[config.mk]
export PLATFORM = sky130hd
export DESIGN_NAME = mem_access_ctrl
export DESIGN_NICKNAME = d
export VERILOG_FILES = /design/src/rtl/mem_access_ctrl.sv
export SDC_FILE = /design/constraint.sdc
export NUM_CORES = 1
export LEC_CHECK = 0
export ABC_AREA = 1
export CORE_UTILIZATION = 26
export DETAILED_ROUTE_END_ITERATION = 6
export PLACE_DENSITY_LB_ADDON = 0.12
export SLEW_MARGIN = 15
export SYNTH_ARGS = -nofsm -noshare
export SYNTH_HDL_FRONTEND = slang
export SYNTH_SLANG_ARGS = --single-unit
[constraint.sdc]
create_clock -name clk -period 1.7 [get_ports clk]
set_input_delay 0.17 -clock clk [delete_from_list [all_inputs] [get_ports clk]]
set_output_delay 0.17 -clock clk [all_outputs]
set_load 0.01 [all_outputs]
[src/rtl/mem_access_ctrl.sv]
// mem_access_ctrl: MEM-stage sequencer for the external data SRAM.
// Stretches single-cycle loads/stores into timed SRAM cycles under stall.
module mem_access_ctrl #(
  parameter int BASE_ADDR   = 1024,
  parameter int ADDR_W      = 18,
  parameter int WAIT_CYCLES = 5
) (
  input  logic              clk,
  input  logic              rst,
  input  logic              MEM_R_en,
  input  logic              MEM_W_en,
  input  logic [31:0]       address,
  input  logic [31:0]       write_data,
  output logic [31:0]       read_data,
  output logic              ready,
  output logic              stall,
  output logic [ADDR_W-1:0] SRAM_ADDR,
  output logic [31:0]       SRAM_DQ_out,
  input  logic [31:0]       SRAM_DQ_in,
  output logic              SRAM_DQ_oe,
  output logic              SRAM_WE_N
);

  typedef enum logic [1:0] {
    IDLE,
    ACCESS,
    DONE
  } state_t;

  localparam logic [31:0] BASE = 32'(BASE_ADDR);
  localparam logic [3:0]  LAST = 4'(WAIT_CYCLES);

  state_t            state_q;
  state_t            state_d;
  logic [3:0]        cnt_q;
  logic [3:0]        cnt_d;
  logic              wr_q;
  logic [ADDR_W-1:0] addr_q;
  logic [31:0]       data_q;
  logic              req;
  logic              accept;
  logic              capture;

  assign req = MEM_R_en | MEM_W_en;

  always_comb begin
    state_d    = state_q;
    cnt_d      = cnt_q;
    accept     = 1'b0;
    capture    = 1'b0;
    ready      = 1'b0;
    stall      = 1'b0;
    SRAM_DQ_oe = 1'b0;
    SRAM_WE_N  = 1'b1;
    unique case (state_q)
      IDLE: begin
        stall = req;
        if (req) begin
          accept  = 1'b1;
          state_d = ACCESS;
          cnt_d   = 4'd1;
        end
      end
      ACCESS: begin
        stall      = 1'b1;
        SRAM_DQ_oe = wr_q;
        // strobe released on the final cycle to hold data past WE_N rise
        SRAM_WE_N  = !(wr_q && (cnt_q < LAST));
        cnt_d      = cnt_q + 4'd1;
        if (cnt_q == LAST) begin
          capture = !wr_q;
          state_d = DONE;
          cnt_d   = 4'd0;
        end
      end
      DONE: begin
        ready   = 1'b1;
        state_d = IDLE;
      end
      default: begin
        state_d = IDLE;
        cnt_d   = 4'd0;
      end
    endcase
  end

  always_ff @(posedge clk or negedge rst) begin
    if (!rst) begin
      state_q   <= IDLE;
      cnt_q     <= 4'd0;
      wr_q      <= 1'b0;
      addr_q    <= '0;
      data_q    <= 32'd0;
      read_data <= 32'd0;
    end else begin
      state_q <= state_d;
      cnt_q   <= cnt_d;
      if (accept) begin
        wr_q   <= MEM_W_en;
        addr_q <= ADDR_W'((address - BASE) >> 2);
        data_q <= write_data;
      end
      if (capture) begin
        read_data <= SRAM_DQ_in;
      end
    end
  end

  assign SRAM_ADDR   = addr_q;
  assign SRAM_DQ_out = data_q;

endmodule

Yosys cells after proc, flatten, opt, wreduce, memory -nomap -nowiden

Index checks and enable logic that the tools add are counted.

Output and inout bits: 86
Logic and storage cells: 36
Register bits: 89
Input bits: 100

Add/subtract/negate cells: 2
Bitwise operators: 2
Magnitude comparators: 1
Muxes and demuxes: 14
Reduce and logical (&&, ||, !) cells: 6
Eq/ne operators: 5

Operators by type and width:

| cell                                                 | count |
|---|---|
| subtractor 20 x 11 -> 20 bit (second input constant) | 1 |
| case mux 4 bit (3 select lines)                      | 1 |
| 2-to-1 mux 4 bit                                     | 2 |
| 2-to-1 mux 1 bit                                     | 7 |
| adder 4 x 1 -> 4 bit (second input constant)         | 1 |
| equality test 4 x 3 -> 1 bit (second input constant) | 1 |
| < comparator 4 x 3 -> 1 bit (second input constant)  | 1 |
| 2-to-1 mux 2 bit                                     | 2 |
| inequality test 2 bit (second input constant)        | 2 |
| case mux 2 bit (2 select lines)                      | 1 |
| AND reduction 2 bit                                  | 2 |
| equality test 2 x 1 -> 1 bit (second input constant) | 1 |
| equality test 2 bit (second input constant)          | 1 |
| logical NOT 1 bit                                    | 2 |
| logical NOT 2 bit                                    | 1 |
| case mux 1 bit (2 select lines)                      | 1 |
| logical AND 1 bit                                    | 1 |
| inverter 1 bit                                       | 1 |
| bitwise OR 1 bit                                     | 1 |

Logic depth before layout (Yosys ltp)

Gate-level depths: netlist of the first run.

Depth after elaboration: 4
Mapped depth: 8

Least setup slack after synthesis of the first run

No wires, ideal clock.

Kind: register to register
Start: register cnt_q[3]
End: register read_data[0]
Slack: 0.483 ns
Cell stages (with the launch flop): 8
Setup time: 0.117 ns
Arrival time: 1.100 ns
Required time: 1.583 ns
Cell sequence: dfrtp_1 -> inv_1 -> nand4_4 -> nor2_8 -> nand2_4 -> buf_6 -> nand2_1 -> nand2_1

Longest elaborated chain between the ends: 3

RTL lines:

| item                         | RTL line | RTL |
|---|---|---|
| start: declaration           | 35       | `logic [3:0] cnt_q;` |
| start signal: assignment     | 97       | `cnt_q <= cnt_d;` |
| equality test 4 x 3 -> 1 bit | 70       | `if (cnt_q == LAST) begin` |
| 2-to-1 mux 1 bit             | 70       |  |
| 2-to-1 mux 1 bit             | 55       | `unique case (state_q)` |
| end signal: assignment       | 104      | `read_data <= SRAM_DQ_in;` |
| end: declaration             | 14       | `output logic [31:0] read_data,` |

Every way passes these cells.
A chain may end at the register's enable or synchronous reset.

Worst setup path after layout of the first run

Start: register state_q[0]
End: output port SRAM_DQ_oe

Longest elaborated chain between the ends: 2

RTL lines:

| item                         | RTL line | RTL |
|---|---|---|
| start: declaration           | 33       | `state_t state_q;` |
| start signal: assignment     | 96       | `state_q <= state_d;` |
| equality test 2 x 1 -> 1 bit | 55       |  |
| 2-to-1 mux 1 bit             | 55       |  |
| end: declaration             | 20       | `output logic SRAM_DQ_oe,` |

Every way passes these cells.

==> flow_metrics.env, run 1 <==
export IMPL_area_delta_synth_final_pct=61.30
export IMPL_first_pass_iters=4
export IMPL_synthCells=429
export IMPL_slew_viol_final=0
export IMPL_gp_congestion=0.7704
export IMPL_cts_htree_levels=3
export IMPL_grt_pass1_vias=3406
export IMPL_hp_class="in -> async"
export IMPL_rsz0062_at_grt="false"
export IMPL_ys_seq_area_share_pct=60.05
export IMPL_min_period_over_period_pct=89.80
export IMPL_worst_pin_slew_ns=0.5419
export IMPL_power_density_nw_per_um2=1813
export IMPL_grt_antenna_before_repair=0
export IMPL_cts_num_sinks=89
export IMPL_place_inst=775
export IMPL_clock_path_buffers=2
export IMPL_worstSetupPathType="reg -> out"
export IMPL_numCtsBuffers=9
export IMPL_clock_skew_ns=0.005310
export IMPL_ys_types=26
export IMPL_period_needed_ns=1.527
export IMPL_setup_violations=0
export IMPL_synth_top_area_cell="dfrtp_1"
export IMPL_io_pins=186
export IMPL_synthTopCellsByArea="dfrtp_1 (60%), nand2_1 (22%), nand3_1 (5.9%)"
export IMPL_tritoncts="done"
export IMPL_dp_hpwl_um=7303
export IMPL_status="complete, no violations"
export IMPL_crit_fanout=3
export IMPL_port_buffers=171
export IMPL_wl_per_cell_um=12.91
export IMPL_die_area_um2=14750
export IMPL_start_kind="register"
export IMPL_die_w_um=121.4
export IMPL_wl_um=10230
export IMPL_final_common_cell="nand2_1"
export IMPL_die_h_um=121.4
export IMPL_rrSetupSlack_ns=0.26
export IMPL_yosys_warnings=0
export IMPL_final_cell_mix="nand2_1 (220), clkdlybuf4s50_1 (166), dfrtp_1 (89), nand3_1 (44), inv_1 (16)"
export IMPL_synth_nets=530
export IMPL_fmaxAchievable_mhz=655.1
export IMPL_grtUsageTotal_pct=14.96
export IMPL_maxSlewHeadroom_pct=63.87
export IMPL_row_count=43
export IMPL_insertion_delay_ns=0.34
export IMPL_grt_pass1_wl_um=16970
export IMPL_path_clk_slew_ns=0.06
export IMPL_dr_first_iter_drc_count=98
export IMPL_syn_area_um2=3709
export IMPL_vdd_ir_drop_worst_v=0.0006537
export IMPL_cp_end_kind="output port"
export IMPL_cp_arrival_ns=1.36
export IMPL_slowest_delay_ns=0.38
export IMPL_crit_required_ns=1.53
export IMPL_cp_cell_sequence="inv_2 > nor2_4 > inv_4 > nor2_2 > dlygate4sd2_1"
export IMPL_hold_viol_final=0
export IMPL_initial_core_util_pct=26.72
export IMPL_postLayoutCellArea_um2=5982
export IMPL_routed_via_count=3376
export IMPL_grt_overflow=0
export IMPL_synth_ff_latch_count=89
export IMPL_synth_avg_cell_area_um2=8.645
export IMPL_placed_area_um2=5650
export IMPL_max_cap_violations=0
export IMPL_diodes=0
export IMPL_postCtsSetupBuffers=0
export IMPL_coreArea_um2=13880
export IMPL_synth_top_area_share_pct=60.05
export IMPL_crit_slowest_cell="dfrtp_1"
export IMPL_leakage_nw=2.899
export IMPL_cts_root_buf="clkbuf_16"
export IMPL_final_nets=708
export IMPL_layout_cells_non_filler=792
export IMPL_drive_gt1_share_pct=7.026
export IMPL_grt_max_degree=51
export IMPL_ant_nets=0
export IMPL_drc_errors=0
export IMPL_via_per_inst=4.263
## final timing paths
kind / end / startpoint / depth (start not counted)
setup / recovery: SRAM_DQ_oe / state_q[0] / 5
hold / removal: SRAM_ADDR[15] / rst / 2
setup reg to reg: wr_q / state_q[0] / 6
hold reg to reg: SRAM_DQ_out[21] / SRAM_DQ_out[21] / 2
max in group asynchronous: read_data[5] / rst / 3
min in group clk: SRAM_DQ_out[4] / write_data[4] / 3
## stage by stage
stage / util, % / power, mW / setup TNS [ns] / worst slack, ns / hold WS, ns
3_5_place_dp: 40.71 / 8.812 / -0.5677 / -0.1113 / 0.1451
3_3_place_gp: 40.71 / 8.744 / -0.4628 / -0.1210 / 0.1323
5_1_grt: 43.10 / 11.73 / 0 / 0.04039 / 0.3430
4_1_cts: 43.13 / 11.05 / 0 / 0.01349 / 0.3264
2_1_floorplan: - / 5.939 / 0 / 0.4826 / -0.1256
6_report: 43.10 / 10.84 / 0 / 0.1734 / 0.3057
## report_power, final
part / switching [mW] / internal [mW]
combinational: 2.37 / 2.54
clock: 0.843 / 1.33
sequential: 0.591 / 3.17
## synth_stat cells
library cell,n
or2_2,1
nor2_4,1
o211ai_1,1
nand3_1,44
ha_1,1
nand4_4,1
dfrtp_1,89
xor2_1,1
buf_1,1
clkinv_1,1
a31oi_1,1
buf_2,9
nor2_8,1
nor2_2,1
inv_4,1
o21ai_0,8
nor2_1,14
a21oi_1,2
nand4_1,1
buf_6,6
inv_2,2
nand2_1,220
clkbuf_1,3
nand2_4,1
o21ai_1,2
inv_1,16
## state kept, by name, summed over array words and instances (netlist names)
register / cells
state_q: 2
read_data: 32
SRAM_DQ_out: 32
cnt_q: 4
wr_q: 1
SRAM_ADDR: 18
## metal layers
| metal | GRT usage [%] | vias to the layer above | routed length, um |
|---|---|---|---|
| li1 | - | 1691 | - |
| met1 | 18.92 | 1551 | 4471 |
| met2 | 22.05 | 122 | 4532 |
| met3 | 6.297 | 12 | 1052 |
| met4 | 6.713 | 0 | 170 |
| met5 | 0 | - | 0 |
## area by class of cell
class / count / area (um2)
clock buffers: 10 / 239.0
clock inverters: 6 / 88.84
fillers: 1372 / 7899
inverters: 20 / 77.57
multi-input cells: 301 / 1284
flip-flops and latches: 89 / 2227
well taps: 180 / 225.2
repair buffers: 186 / 1841
## worst max-delay path, delay by kind of cell (launching register included)
kind / cells / cell delay [ns]
flip-flops: 1 / 0.38
buffers and inverters: 3 / 0.43
AND/OR/NAND/NOR: 2 / 0.20
## cell families (layout without fill, tap and decap cells)
kind of cell / after synthesis / after routing / synth area share [%]
flops: 89 / 89 / 60.05
fa+ha+maj: 1 / 1 / 0.3373
xor+xnor: 1 / 1 / 0.2362
simple gates: 285 / 285 / 31.85
buf+inv: 39 / 222 / 5.533
compound gates: 14 / 14 / 1.991
## what timing repair did
action	in CTS	in global routing
endpoints found under the setup margin	3	3
gates cloned	0	0
hold endpoints to repair	26	0
pin swaps	0	0
gates resized for setup	4	5
hold buffers	1	0
Note: power is estimated with default switching activity, not from simulation.
==> run 2: changes to the inputs <==
- CTS_BUF_LIST: unset -> sky130_fd_sc_hd__clkbuf_4 sky130_fd_sc_hd__clkbuf_8
==> run 2 against run 1 <==
Clock power is 24% lower; combinational power hardly changed; critical path type unchanged; sequential power hardly changed; via count is 0.12% lower; setup slack worse by 0.039 ns; register-to-register slack hardly changed; non-clock buffer count is 1 higher; fmax is 2.5% lower; worst hold slack worse by 0.030 ns; first-iteration DRC count is 35% lower.
==> flow_metrics.env, run 2 (same netlist as run 1, synthesis figures left out) <==
export IMPL_grt_pass1_vias=3412
export IMPL_hold_viol_final=0
export IMPL_diodes=0
export IMPL_fin_setup_tns_ns=0
export IMPL_grt_pass1_wl_um=16910
export IMPL_via_per_inst=4.252
export IMPL_startpoint="state_q[1]"
export IMPL_die_h_um=121.4
export IMPL_grt_antenna_before_repair=0
export IMPL_drc_errors=0
export IMPL_vdd_ir_drop_worst_v=0.0006157
export IMPL_min_period_over_period_pct=92.12
export IMPL_coreArea_um2=13880
export IMPL_cp_arrival_ns=1.40
export IMPL_grt_max_degree=51
export IMPL_maxSlewHeadroom_pct=64.57
export IMPL_clock_skew_ns=0.007245
export IMPL_drive_gt1_share_pct=7.178
export IMPL_grt_overflow=0
export IMPL_worstSetupPathType="reg -> out"
export IMPL_insertion_delay_ns=0.37
export IMPL_setup_violations=0
export IMPL_start_kind="register"
export IMPL_leakage_nw=2.844
export IMPL_period_needed_ns=1.566
export IMPL_row_count=43
export IMPL_cts_htree_levels=3
export IMPL_worst_pin_slew_ns=0.5314
export IMPL_wl_per_cell_um=12.79
export IMPL_io_pins=186
export IMPL_cts_num_sinks=89
export IMPL_utilization_pct=42.39
export IMPL_routed_via_count=3372
export IMPL_max_cap_violations=0
export IMPL_path_clk_slew_ns=0.09
export IMPL_rsz0062_at_grt="false"
export IMPL_dr_first_iter_drc_count=64
export IMPL_crit_fanout=3
export IMPL_p_total_mw=10.32
export IMPL_hp_class="in -> async"
export IMPL_area_delta_synth_final_pct=58.67
export IMPL_initial_core_util_pct=26.72
export IMPL_crit_required_ns=1.53
export IMPL_gp_congestion=0.7704
export IMPL_final_nets=709
export IMPL_fmaxAchievable_mhz=638.5
export IMPL_wl_um=10140
export IMPL_first_pass_iters=4
export IMPL_cp_end_kind="output port"
export IMPL_power_density_nw_per_um2=1754
export IMPL_status="complete, no violations"
export IMPL_grtUsageTotal_pct=14.91
export IMPL_tritoncts="done"
export IMPL_cts_root_buf="clkbuf_8"
export IMPL_final_common_cell="nand2_1"
export IMPL_numCtsBuffers=9
export IMPL_die_area_um2=14750
export IMPL_final_cell_mix="nand2_1 (220), clkdlybuf4s50_1 (166), dfrtp_1 (89), nand3_1 (44), inv_1 (16)"
export IMPL_reg2reg_from="state_q[1]"
export IMPL_slew_viol_final=0
export IMPL_dp_hpwl_um=7303
export IMPL_die_w_um=121.4
export IMPL_ant_nets=0
export IMPL_port_buffers=171
export IMPL_clock_path_buffers=2
-- run 2: final timing paths --
path,to,slack (ns),cells past startpoint
setup / recovery,SRAM_DQ_oe,0.13,4
hold / removal,SRAM_ADDR[15],0.28,2
setup reg to reg,wr_q,0.25,6
hold reg to reg,SRAM_DQ_out[21],0.48,2
max in group asynchronous,read_data[1],0.82,3
min in group clk,SRAM_DQ_out[4],0.33,3
-- run 2: timing repair --
| item | 4_1_cts | 5_1_grt |
|---|---|---|
| endpoints found under the hold margin | 26 | 0 |
| gates resized for setup | 6 | 3 |
| hold buffers | 1 | 0 |
| buffers inserted | 0 | 1 |
| endpoints found under the setup margin | 4 | 2 |
-- run 2: routing by layer --
metal	track usage, %	wire [um]	vias up
met3	6.391	1048	11
met2	21.73	4404	120
met5	0	0	-
li1	-	-	1685
met4	6.944	189	0
met1	18.88	4498	1556
-- run 2: layout make-up --
class	instances	area (um2)
multi-input combinational	301	1284
clock buffer	10	137.6
sequential	89	2227
inverter	20	77.57
fill	1379	7996
clock inverter	6	88.84
timing repair buffer	187	1844
tap	180	225.2
-- run 2: worst max-delay path, stage by stage (launching register included) --
cell,delay (ns)
dfrtp_1,0.42
nor2_4,0.15
inv_4,0.07
nor2_2,0.09
dlygate4sd2_1,0.29
-- run 2: power breakdown --
part / switching, mW / total, mW / internal [mW]
logic: 2.36 / 4.91 / 2.55
clock network: 0.785 / 1.66 / 0.870
registers: 0.590 / 3.75 / 3.16
-- run 2: metrics by stage --
stage / std cells / area (um2) / hold WS [ns] / setup WS, ns
final: 793 / 5884 / 0.2760 / 0.1339
after global routing: 793 / 5884 / 0.3034 / 0.02679
after CTS: 792 / 5886 / 0.2873 / 0.007653
after detailed placement: 775 / 5650 / 0.1451 / -0.1113
after global placement: 775 / 5650 / 0.1323 / -0.1210
after floorplan: 429 / 3709 / -0.1256 / 0.4826
==> run 3: changes to the inputs <==
- REMOVE_ABC_BUFFERS: unset -> 1
==> run 3 against run 2 <==
Sequential share of layout area decreased by 0.064 points; register-to-register slack got worse by 0.02 ns; cell count decreased by 0.38%; non-clock buffer count decreased by 2; highest routed layer unchanged; clock skew about the same; die area unchanged.
==> flow_metrics.env, run 3 (same netlist as run 1, synthesis figures left out) <==
export IMPL_setup_violations=0
export IMPL_area_delta_synth_final_pct=58.94
export IMPL_vdd_ir_drop_worst_v=0.0007251
export IMPL_path_clk_slew_ns=0.08
export IMPL_dp_hpwl_um=7094
export IMPL_diodes=0
export IMPL_drive_gt1_share_pct=6.885
export IMPL_dr_first_iter_drc_count=114
export IMPL_grt_overflow=0
export IMPL_start_kind="register"
export IMPL_routed_via_count=3372
export IMPL_fin_setup_tns_ns=0
export IMPL_fmaxAchievable_mhz=624.0
export IMPL_hp_class="in -> async"
export IMPL_worst_pin_slew_ns=0.4018
export IMPL_max_cap_violations=0
export IMPL_cts_num_sinks=89
export IMPL_final_cell_mix="nand2_1 (219), clkdlybuf4s50_1 (166), dfrtp_1 (89), nand3_1 (44), inv_1 (16)"
export IMPL_slew_viol_final=0
export IMPL_grtUsageTotal_pct=14.61
export IMPL_p_total_mw=10.38
export IMPL_crit_fanout=2
export IMPL_port_buffers=171
export IMPL_gp_congestion=0.7275
export IMPL_cp_end_kind="output port"
export IMPL_io_pins=186
export IMPL_period_needed_ns=1.602
export IMPL_die_area_um2=14750
export IMPL_tritoncts="done"
export IMPL_grt_max_degree=51
export IMPL_regArea_um2=2227
export IMPL_final_nets=707
export IMPL_combPwrFrac_pct=48.0
export IMPL_maxSlewHeadroom_pct=73.21
export IMPL_die_h_um=121.4
export IMPL_clock_skew_ns=0.007180
export IMPL_clkPwrFrac_pct=16.3
export IMPL_via_per_inst=4.268
export IMPL_hold_viol_final=0
export IMPL_rrSetupSlack_ns=0.23
export IMPL_crit_required_ns=1.53
export IMPL_ant_nets=0
export IMPL_setup_slack_ns=0.09753
export IMPL_pre_cts_ws_ns=-0.01818
export IMPL_first_pass_iters=4
export IMPL_wl_um=10290
export IMPL_fillers=1380
export IMPL_sw_frac_of_total_pct=35.59
export IMPL_numCtsBuffers=9
export IMPL_cts_htree_levels=3
export IMPL_drc_errors=0
export IMPL_holdWs_ns=0.2669
export IMPL_multiInputGateArea_um2=1286
export IMPL_grt_pass1_wl_um=16580
export IMPL_cts_root_buf="clkbuf_8"
export IMPL_coreArea_um2=13880
export IMPL_wl_per_cell_um=13.03
export IMPL_min_period_over_period_pct=94.26
export IMPL_cp_arrival_ns=1.43
export IMPL_worstSetupPathType="reg -> out"
export IMPL_power_switching_mw=3.696
export IMPL_row_count=43
export IMPL_power_frac_seq_pct=35.7
export IMPL_grt_pass1_vias=3310
export IMPL_status="complete, no violations"
export IMPL_insertion_delay_ns=0.36
export IMPL_p_int_mw=6.688
export IMPL_leakage_nw=2.848
export IMPL_power_density_nw_per_um2=1762
export IMPL_grt_antenna_before_repair=0
export IMPL_rsz0062_at_grt="true"
export IMPL_initial_core_util_pct=26.72
export IMPL_clock_path_buffers=2
export IMPL_final_common_cell="nand2_1"
export IMPL_die_w_um=121.4
==> run 3: cell count changes in the layout (fill, tap and decap cells not counted), sizes merged <==
cell / previous run / this run
clkbuf: 12 / 14
clkinvlp: 2 / 0
inv: 20 / 19
clkinv: 2 / 1
buf: 16 / 15
==> run 3: timing repair <==
item,in CTS,in global routing
endpoints found under the setup margin,3,14
hold buffers,1,0
gates resized for setup,6,6
cloned,0,0
hold endpoints to repair,21,0
buffers inserted,1,0
pin swaps,0,0
==> run 3: critical path: stages, from the launching register on <==
cell and delay, ns:
dfrtp_1 0.42, buf_4 0.15, inv_1 0.07, nand2_2 0.07, nor2_4 0.10, inv_2 0.04
nand2_1 0.07, buf_2 0.14
==> run 3: layout make-up <==
| type | count | area share [%] |
|---|---|---|
| clock buffer | 13 | 2.929 |
| clock inverter | 2 | 1.019 |
| inverter | 20 | 1.316 |
| multi-input combinational | 301 | 21.82 |
| sequential | 89 | 37.78 |
| tap | 180 | 3.821 |
| timing repair buffer | 185 | 31.31 |
==> run 3: per-layer routing <==
metal / global-route usage [%] / vias to the layer above / wire, um
met5: 0 / - / 0
met4: 5.324 / 0 / 133
met3: 6.767 / 8 / 1133
met2: 21.95 / 134 / 4424
met1: 18.20 / 1552 / 4601
li1: - / 1678 / -
==> run 3: worst paths after layout <==
path | from | endpoint | cells after the start
hold reg to reg | SRAM_DQ_out[22] | SRAM_DQ_out[22] | 2
setup / recovery | state_q[1] | stall | 7
min in group clk | write_data[15] | SRAM_DQ_out[15] | 3
setup reg to reg | state_q[1] | SRAM_ADDR[13] | 9
hold / removal | rst | read_data[6] | 2
max in group asynchronous | rst | SRAM_DQ_out[25] | 3
==> run 3: power by group through the flow <==
stage          Combinational, mW  Sequential [mW]  Clock (mW)
2_1_floorplan               1.59             4.20           0
3_3_place_gp                5.05             3.72           0
3_5_place_dp                5.08             3.74           0
4_1_cts                     5.08             3.72        1.79
5_1_grt                     5.53             3.86        1.85
6_report                    4.98             3.71        1.69
==> run 3: through the flow <==
| step | instances | util [%] | instance area, um2 |
|---|---|---|---|
| after floorplan | 410 | - | 3581 |
| final | 790 | 42.46 | 5894 |
| after CTS | 790 | 42.48 | 5897 |
| after global placement | 773 | 40.69 | 5648 |
| after detailed placement | 773 | 40.69 | 5648 |
| after global routing | 790 | 42.46 | 5894 |
